===== src/rtl/multicycle_control.sv =====
// Control FSM for the shared multicycle MIPS datapath (one memory port, one ALU).
// Moore-style sequencing of R-type, ori, lw, sw, beq and j with bounded memory waits.
module multicycle_control #(
   parameter int WAIT_LIMIT = 15,
   parameter int CNT_W      = 8
) (
   input  logic       clk_i,
   input  logic       rst_i,
   input  logic [5:0] Op_i,
   input  logic       Mem_ready_i,
   output logic       PCWrite_o,
   output logic       PCWriteCond_o,
   output logic       IorD_o,
   output logic       MemRead_o,
   output logic       MemWrite_o,
   output logic       IRWrite_o,
   output logic       MemtoReg_o,
   output logic       RegDst_o,
   output logic       RegWrite_o,
   output logic       ALUSrcA_o,
   output logic [1:0] ALUSrcB_o,
   output logic [1:0] ALUOp_o,
   output logic [1:0] PCSource_o,
   output logic       Instr_done_o,
   output logic       Mem_timeout_o,
   output logic [3:0] State_o
);

   typedef enum logic [3:0] {
      FETCH  = 4'd0,
      DECODE = 4'd1,
      MEMADR = 4'd2,
      MEMRD  = 4'd3,
      MEMWB  = 4'd4,
      MEMWR  = 4'd5,
      EXEC   = 4'd6,
      ALUWB  = 4'd7,
      BRANCH = 4'd8,
      JUMP   = 4'd9,
      ORIEX  = 4'd10,
      ORIWB  = 4'd11
   } state_t;

   typedef struct packed {
      logic       pcWrite;
      logic       pcWriteCond;
      logic       iorD;
      logic       memRead;
      logic       memWrite;
      logic       irWrite;
      logic       memtoReg;
      logic       regDst;
      logic       regWrite;
      logic       aluSrcA;
      logic [1:0] aluSrcB;
      logic [1:0] aluOp;
      logic [1:0] pcSource;
      logic       instrDone;
      logic       memTimeout;
   } ctrl_t;

   localparam logic [5:0] OP_RTYPE = 6'b000000;
   localparam logic [5:0] OP_ORI   = 6'b001101;
   localparam logic [5:0] OP_LW    = 6'b100011;
   localparam logic [5:0] OP_SW    = 6'b101011;
   localparam logic [5:0] OP_BEQ   = 6'b000100;
   localparam logic [5:0] OP_J     = 6'b000010;

   localparam logic [CNT_W-1:0] LIMIT = CNT_W'(WAIT_LIMIT);

   state_t           state;
   state_t           nextState;
   logic [CNT_W-1:0] waitCnt;
   logic [CNT_W-1:0] nextCnt;
   logic             waitState;
   ctrl_t            ctrl;

   // NOTE: sequential state uses non-blocking assignments so every register samples pre-edge values.
   always_ff @(posedge clk_i or posedge rst_i) begin
      if (rst_i) begin
         state   <= FETCH;
         waitCnt <= '0;
      end else begin
         state   <= nextState;
         waitCnt <= nextCnt;
      end
   end

   // NOTE: every combinational output gets a default first, so no path can infer a latch.
   always_comb begin
      ctrl      = '0;
      nextState = state;
      nextCnt   = '0;
      waitState = 1'b0;

      case (state)
         FETCH: begin
            waitState     = 1'b1;
            ctrl.memRead  = 1'b1;
            ctrl.aluSrcB  = 2'b01;
            ctrl.irWrite  = Mem_ready_i;
            ctrl.pcWrite  = Mem_ready_i;
            if (Mem_ready_i) nextState = DECODE;
         end
         DECODE: begin
            ctrl.aluSrcB = 2'b11;
            case (Op_i)
               OP_RTYPE:     nextState = EXEC;
               OP_ORI:       nextState = ORIEX;
               OP_LW, OP_SW: nextState = MEMADR;
               OP_BEQ:       nextState = BRANCH;
               OP_J:         nextState = JUMP;
               default: begin
                  // Unknown opcodes retire here as a nop.
                  nextState      = FETCH;
                  ctrl.instrDone = 1'b1;
               end
            endcase
         end
         MEMADR: begin
            ctrl.aluSrcA = 1'b1;
            ctrl.aluSrcB = 2'b10;
            nextState    = (Op_i == OP_LW) ? MEMRD : MEMWR;
         end
         MEMRD: begin
            waitState    = 1'b1;
            ctrl.memRead = 1'b1;
            ctrl.iorD    = 1'b1;
            if (Mem_ready_i) nextState = MEMWB;
         end
         MEMWB: begin
            ctrl.regWrite  = 1'b1;
            ctrl.memtoReg  = 1'b1;
            ctrl.instrDone = 1'b1;
            nextState      = FETCH;
         end
         MEMWR: begin
            waitState      = 1'b1;
            ctrl.memWrite  = 1'b1;
            ctrl.iorD      = 1'b1;
            ctrl.instrDone = Mem_ready_i;
            if (Mem_ready_i) nextState = FETCH;
         end
         EXEC: begin
            ctrl.aluSrcA = 1'b1;
            ctrl.aluOp   = 2'b11;
            nextState    = ALUWB;
         end
         ALUWB: begin
            ctrl.regWrite  = 1'b1;
            ctrl.regDst    = 1'b1;
            ctrl.instrDone = 1'b1;
            nextState      = FETCH;
         end
         ORIEX: begin
            ctrl.aluSrcA = 1'b1;
            ctrl.aluSrcB = 2'b10;
            ctrl.aluOp   = 2'b10;
            nextState    = ORIWB;
         end
         ORIWB: begin
            ctrl.regWrite  = 1'b1;
            ctrl.instrDone = 1'b1;
            nextState      = FETCH;
         end
         BRANCH: begin
            ctrl.aluSrcA     = 1'b1;
            ctrl.aluOp       = 2'b01;
            ctrl.pcWriteCond = 1'b1;
            ctrl.pcSource    = 2'b01;
            ctrl.instrDone   = 1'b1;
            nextState        = FETCH;
         end
         JUMP: begin
            ctrl.pcWrite   = 1'b1;
            ctrl.pcSource  = 2'b10;
            ctrl.instrDone = 1'b1;
            nextState      = FETCH;
         end
         default: nextState = FETCH;
      endcase

      // Ready in the limit cycle completes the access; the counter only aborts on a miss.
      if (waitState && !Mem_ready_i) begin
         if (waitCnt == LIMIT) begin
            nextState       = FETCH;
            ctrl.memTimeout = 1'b1;
         end else begin
            nextCnt = waitCnt + CNT_W'(1);
         end
      end
   end

   ctrl_t ctrlOut;
   assign ctrlOut = rst_i ? '0 : ctrl;

   assign PCWrite_o     = ctrlOut.pcWrite;
   assign PCWriteCond_o = ctrlOut.pcWriteCond;
   assign IorD_o        = ctrlOut.iorD;
   assign MemRead_o     = ctrlOut.memRead;
   assign MemWrite_o    = ctrlOut.memWrite;
   assign IRWrite_o     = ctrlOut.irWrite;
   assign MemtoReg_o    = ctrlOut.memtoReg;
   assign RegDst_o      = ctrlOut.regDst;
   assign RegWrite_o    = ctrlOut.regWrite;
   assign ALUSrcA_o     = ctrlOut.aluSrcA;
   assign ALUSrcB_o     = ctrlOut.aluSrcB;
   assign ALUOp_o       = ctrlOut.aluOp;
   assign PCSource_o    = ctrlOut.pcSource;
   assign Instr_done_o  = ctrlOut.instrDone;
   assign Mem_timeout_o = ctrlOut.memTimeout;
   assign State_o       = rst_i ? 4'd0 : state;

endmodule


===== config.mk =====
export PLATFORM = sky130hd
export DESIGN_NAME = multicycle_control
export DESIGN_NICKNAME = d
export VERILOG_FILES = /design/src/rtl/multicycle_control.sv
export SDC_FILE = /design/constraint.sdc
export NUM_CORES = 1
export LEC_CHECK = 0
export CORE_ASPECT_RATIO = 0.75
export CORE_UTILIZATION = 40
export CTS_CLUSTER_DIAMETER = 100
export DETAILED_ROUTE_END_ITERATION = 10
export PLACE_DENSITY = 0.67
export SLEW_MARGIN = 0
export SYNTH_ARGS = -nofsm -noshare
export SYNTH_HDL_FRONTEND = slang
export SYNTH_SLANG_ARGS = --single-unit

===== constraint.sdc =====
create_clock -name clk_i -period 3.35 [get_ports clk_i]
set_input_delay 0.5025 -clock clk_i [delete_from_list [all_inputs] [get_ports clk_i]]
set_output_delay 0.5025 -clock clk_i [all_outputs]
set_load 0.005 [all_outputs]

After elaboration in Yosys (flattened, before gate mapping)
Index checks and enable logic that the tools add are counted.
{ "totals": {"input_bits": 9, "output_inout_bits": 22, "reg_bits": 12} }
{ "classes": {"reduce_logical": 13, "eq_ne": 17, "mux": 30, "n_addsub": 1} }
{ "ops": {"columns": ["operator", "n"], "rows": [
  ["$pmux W4 S7", 1],
  ["$mux W4", 6],
  ["$pmux W4 S5", 1],
  ["$mux W18", 1],
  ["$eq A4 B3 Y1 const B", 4],
  ["$eq A4 B4 Y1 const B", 4],
  ["$mux W8", 2],
  ["$mux W1", 13],
  ["$eq A6 B6 Y1 const B", 2],
  ["$pmux W2 S3", 2],
  ["$add A8 B1 Y8 const B", 1],
  ["$eq A4 B2 Y1 const B", 2],
  ["$eq A8 B4 Y1 const B", 1],
  ["$reduce_or A2 Y1", 4],
  ["$eq A6 B2 Y1 const B", 1],
  ["$eq A6 B3 Y1 const B", 1],
  ["$eq A6 B4 Y1 const B", 1],
  ["$logic_not A6 Y1", 1],
  ["$reduce_or A3 Y1", 2],
  ["$reduce_or A6 Y1", 1],
  ["$reduce_or A5 Y1", 1],
  ["$eq A4 B1 Y1 const B", 1],
  ["$logic_not A4 Y1", 1],
  ["$pmux W2 S2", 1],
  ["6 further kinds", 6]
]} }

Depth between registers and ports, before layout
Gate-level depths: netlist (run 1).
{ "logic_depth": {"word_depth": 6, "mapped_depth": 5} }

Least setup slack after synthesis (run 1)
Ideal clock, no wire load.
{ "synth_timing": {"path_kind": "reg2out", "from": "register state[1]", "to": "output Instr_done_o", "n_path_buf": 1, "path_stages_with_launch": 5, "t_required_ps": 2847, "slack_ps": 1398, "arrival_time_ps": 1450, "cell_sequence": "dfrtp_1 -> buf_6 -> or4b_4 -> a311oi_1 -> a22o_1"} }
{ "synth_between": {"elab_chain_len": 4} }
{ "synth_lines": {"columns": ["item", "line", "source"], "rows": [
  ["from (decl)", "71", "state_t state;"],
  ["from (signal assigned)", "84", "state <= nextState;"],
  ["$eq A4 B4 Y1 / $eq A4 B3 Y1 (equally long branches)", "96", "case (state)"],
  ["$reduce_or A5 Y1 (no source line)", null, null],
  ["$pmux W1 S3 (*)", "96", null],
  ["$mux W18 (*)", "195", "assign ctrlOut = rst_i ? '0 : ctrl;"],
  ["to (decl)", "24", "output logic Instr_done_o,"]
]} }
Every way passes the cells marked *; elsewhere a longest branch is shown, timed or not.

Worst setup path after layout (run 1)
{ "layout_timing": {"from": "input Op_i[0]", "to": "output Instr_done_o"} }
{ "layout_between": {"elab_chain_len": 5} }
{ "layout_lines": {"columns": ["item", "line", "source"], "rows": [
  ["from (decl)", "9", "input logic [5:0] Op_i,"],
  ["$eq A6 B6 Y1, or another cell as far along", "107", "case (Op_i)"],
  ["$reduce_or A6 Y1 (no source line) (*)", null, null],
  ["$mux W1 (*)", "107", null],
  ["$pmux W1 S3 (*)", "96", null],
  ["$mux W18 (*)", "195", null]
]} }
Marked as above.

==> results of run 1 <==
placed cells by master (no fill, tap or decap), types with 4 or more instances in the layout:
cell              n
clkdlybuf4s50_1  30
a21oi_1           9
xor2_1            7
nor2_1           18
and3_1            5
nor2b_1           7
inv_1             5
nand2_1           7
nand3_1           4
buf_4             5
dfrtp_1          12
o21ai_0           4
nand2b_1          5
nor3_1           11
cells in the mapped netlist (all sizes together), types with 5 or more instances:
cell type,n,share of area (%)
nor2b,7,4.1
inv,5,1.7
and3,5,2.9
nor3,11,5.1
dfrtp,12,28
xor2,7,5.7
nand2b,5,2.9
nand2,7,2.4
nor2,19,6.8
a21oi,9,4.2
clkbuf,7,2.4
routing by layer:
metal / vias up / share of wire (%)
met4: 0 / 0
met1: 530 / 52
met2: 44 / 41
li1: 578 / -
met5: - / 0
met3: 0 / 6.4
logic make-up after synthesis:
| kind of cell | after synthesis | synth area share, % |
|---|---|---|
| flip-flops | 12 | 27.8 |
| XOR/XNOR | 9 | 7.31 |
| adder cells (fa/ha/maj) | 1 | 1.16 |
| AO/OA/AOI/OAI | 27 | 16.5 |
| buffers and inverters | 16 | 6.73 |
| AND/OR/NAND/NOR | 78 | 40.5 |
flip-flops by register name, indices dropped and copies added, names as in the netlist:
| register | flops |
|---|---|
| state | 4 |
| waitCnt | 8 |
stage by stage:
step / utilization, % / hold slack [ns] / worst slack, ns
final: 59.5 / 0.491 / 0.340
after CTS: 59.5 / 0.492 / 0.358
after global routing: 59.5 / 0.511 / 0.224
after global placement: 58.0 / 0.477 / 0.427
after floorplan: - / 0.448 / 1.40
after detailed placement: 58.0 / 0.482 / 0.368
where the power goes:
group	switching, µW	internal [µW]
Sequential	27.5	158
Combinational	108	110
Clock	49.4	66.0
final timing paths:
| path | start | endpoint | slack [ns] | cells after the start |
|---|---|---|---|---|
| max in group asynchronous | rst_i | state[0] | 2.17 | 4 |
| worst min register to register | waitCnt[0] | waitCnt[0] | 0.49 | 1 |
| worst max register to register | state[3] | state[2] | 1.36 | 4 |
| worst max-delay path | Op_i[0] | Instr_done_o | 0.34 | 6 |
| min in group asynchronous | rst_i | waitCnt[7] | 1.02 | 4 |
| worst min-delay path | waitCnt[0] | waitCnt[0] | 0.49 | 1 |
cell type report:
cell class	count	area, µm²
clock buffers	4	36.3
repair buffers	35	338
well taps	34	42.5
multi-input cells	115	706
inverters	5	18.8
fillers	229	980
flip-flops and latches	12	300
==> impl_metrics.py, run 1 <==
metrics = {
    "critical_path": {
        "worstPathArrival_ns": 2.51,
        "crit_path_max_incr_delay_ns": 0.61,
        "crit_top_cell": "clkdlybuf4s50_1",
        "cp_cell_sequence": "clkdlybuf4s50_1 -> or4_1 -> nor3_1 -> a31oi_1 -> a22o_1 -> clkdlybuf4s50_1",
        "start_kind": "input pin",
        "crit_type": "input pin to primary output",
        "critical_path.top_delay_family": "buffers and inverters",
        "path_max_fanout": 6,
        "crit_buf_inv": 2,
        "end_kind": "primary output",
        "critPathSlowestCell": "or4_1",
        "worstPathRequired_ns": 2.85,
    },
    "route": {
        "wl_per_cell_um": 13.7,
        "first_pass_iters": 4,
        "vias": 1152,
        "wl_um": 2820,
        "drt-initial-drc-count": 85,
        "ant_nets": 0,
        "via_per_inst": 5.62,
        "drc": 0,
    },
    "timing": {
        "slew_headroom_pct": 59.2,
        "fmax_mhz": 332,
        "drv_slew": 0,
        "min_period_over_period_pct": 89.8,
        "finalSetupViolCount": 0,
        "skew_ns": 0.00791,
        "rsz0062_at_grt": "false",
        "finalHoldViolCount": 0,
        "worst_slew_pin_slew_ns": 0.612,
        "fin_tns_setup_ns": 0,
        "fin_crit_ns": 3.01,
    },
    "clocking": {
        "path_clk_slew_ns": 0.07,
        "ctsHtreeMaxLevel": 1,
        "cts_tree": "yes",
        "post_cts_buffers": 0,
        "numCtsBuffers": 3,
        "cts_resized": 0,
        "cts_buffer_depth": 2,
        "clk_latency_ns": 0.27,
        "root_buffer": "clkbuf_4",
        "cts_hold_buf": 0,
        "cts_sinks": 12,
    },
    "hold_path": {
        "worstHoldPathType": "flop to flop",
    },
    "finish": {
        "area_growth_pct": 33.6,
        "layout-drive-gt1-share_pct": 7.02,
        "final_area_um2": 1440,
        "antenna_cells": 0,
        "layout.cells.non_filler": 205,
        "nets": 182,
    },
    "place": {
        "dp_cells": 201,
        "place_area_um2": 1410,
        "dp_hpwl_um": 2090,
        "io_buffers": 30,
        "gp_congestion": 0.849,
    },
    "global_route": {
        "grt_util_met3_pct": 4.96,
        "grt_max_degree": 22,
        "grt_overflow": 0,
        "first_global_vias": 976,
        "grt-busiest-layer": "met2",
        "grtUsageTotal_pct": 21.7,
        "met1_usage_pct": 32.1,
        "grt_pass1_wl_um": 4590,
        "grt_antenna_before_repair": 0,
        "use_met2_pct": 32.8,
    },
    "synthesis": {
        "async_reset_ff_share_pct": 100,
        "synth_cell_types": 46,
        "ys_seq_area_share_pct": 27.8,
        "ys_ff_latch": 12,
        "synthCells": 143,
        "synth_edf_count": 0,
        "synth_area_um2": 1080,
        "yosysWarnings": 0,
        "yosys_most_used_dff": "dfrtp_1",
        "syn-num-nets": 153,
        "syn_area_per_cell_um2": 7.54,
    },
    "die": {
        "dieArea_um2": 2910,
        "start_util_pct": 44.5,
        "ios": 31,
        "row_count": 15,
        "core_area_um2": 2420,
        "die_w_um": 62.0,
        "die_h_um": 47.0,
    },
    "pwr": {
        "peakVddDrop_v": 0.000221,
        "total_power_uw": 519,
        "p_leak_uw": 0.000577,
        "power_density_nw_per_um2": 360,
    },
    "outcome": {
        "status": "completed",
    },
    "job": {
        "max_cap_violations": 0,
    },
}
(Power assumes the default switching activity.)
==> inputs of run 2 (changes only) <==
Settings changed: CTS_CLUSTER_DIAMETER 100 to 60.
==> results of run 2 <==
No change in the layout: final DEF, timing and power equal those of run 1.
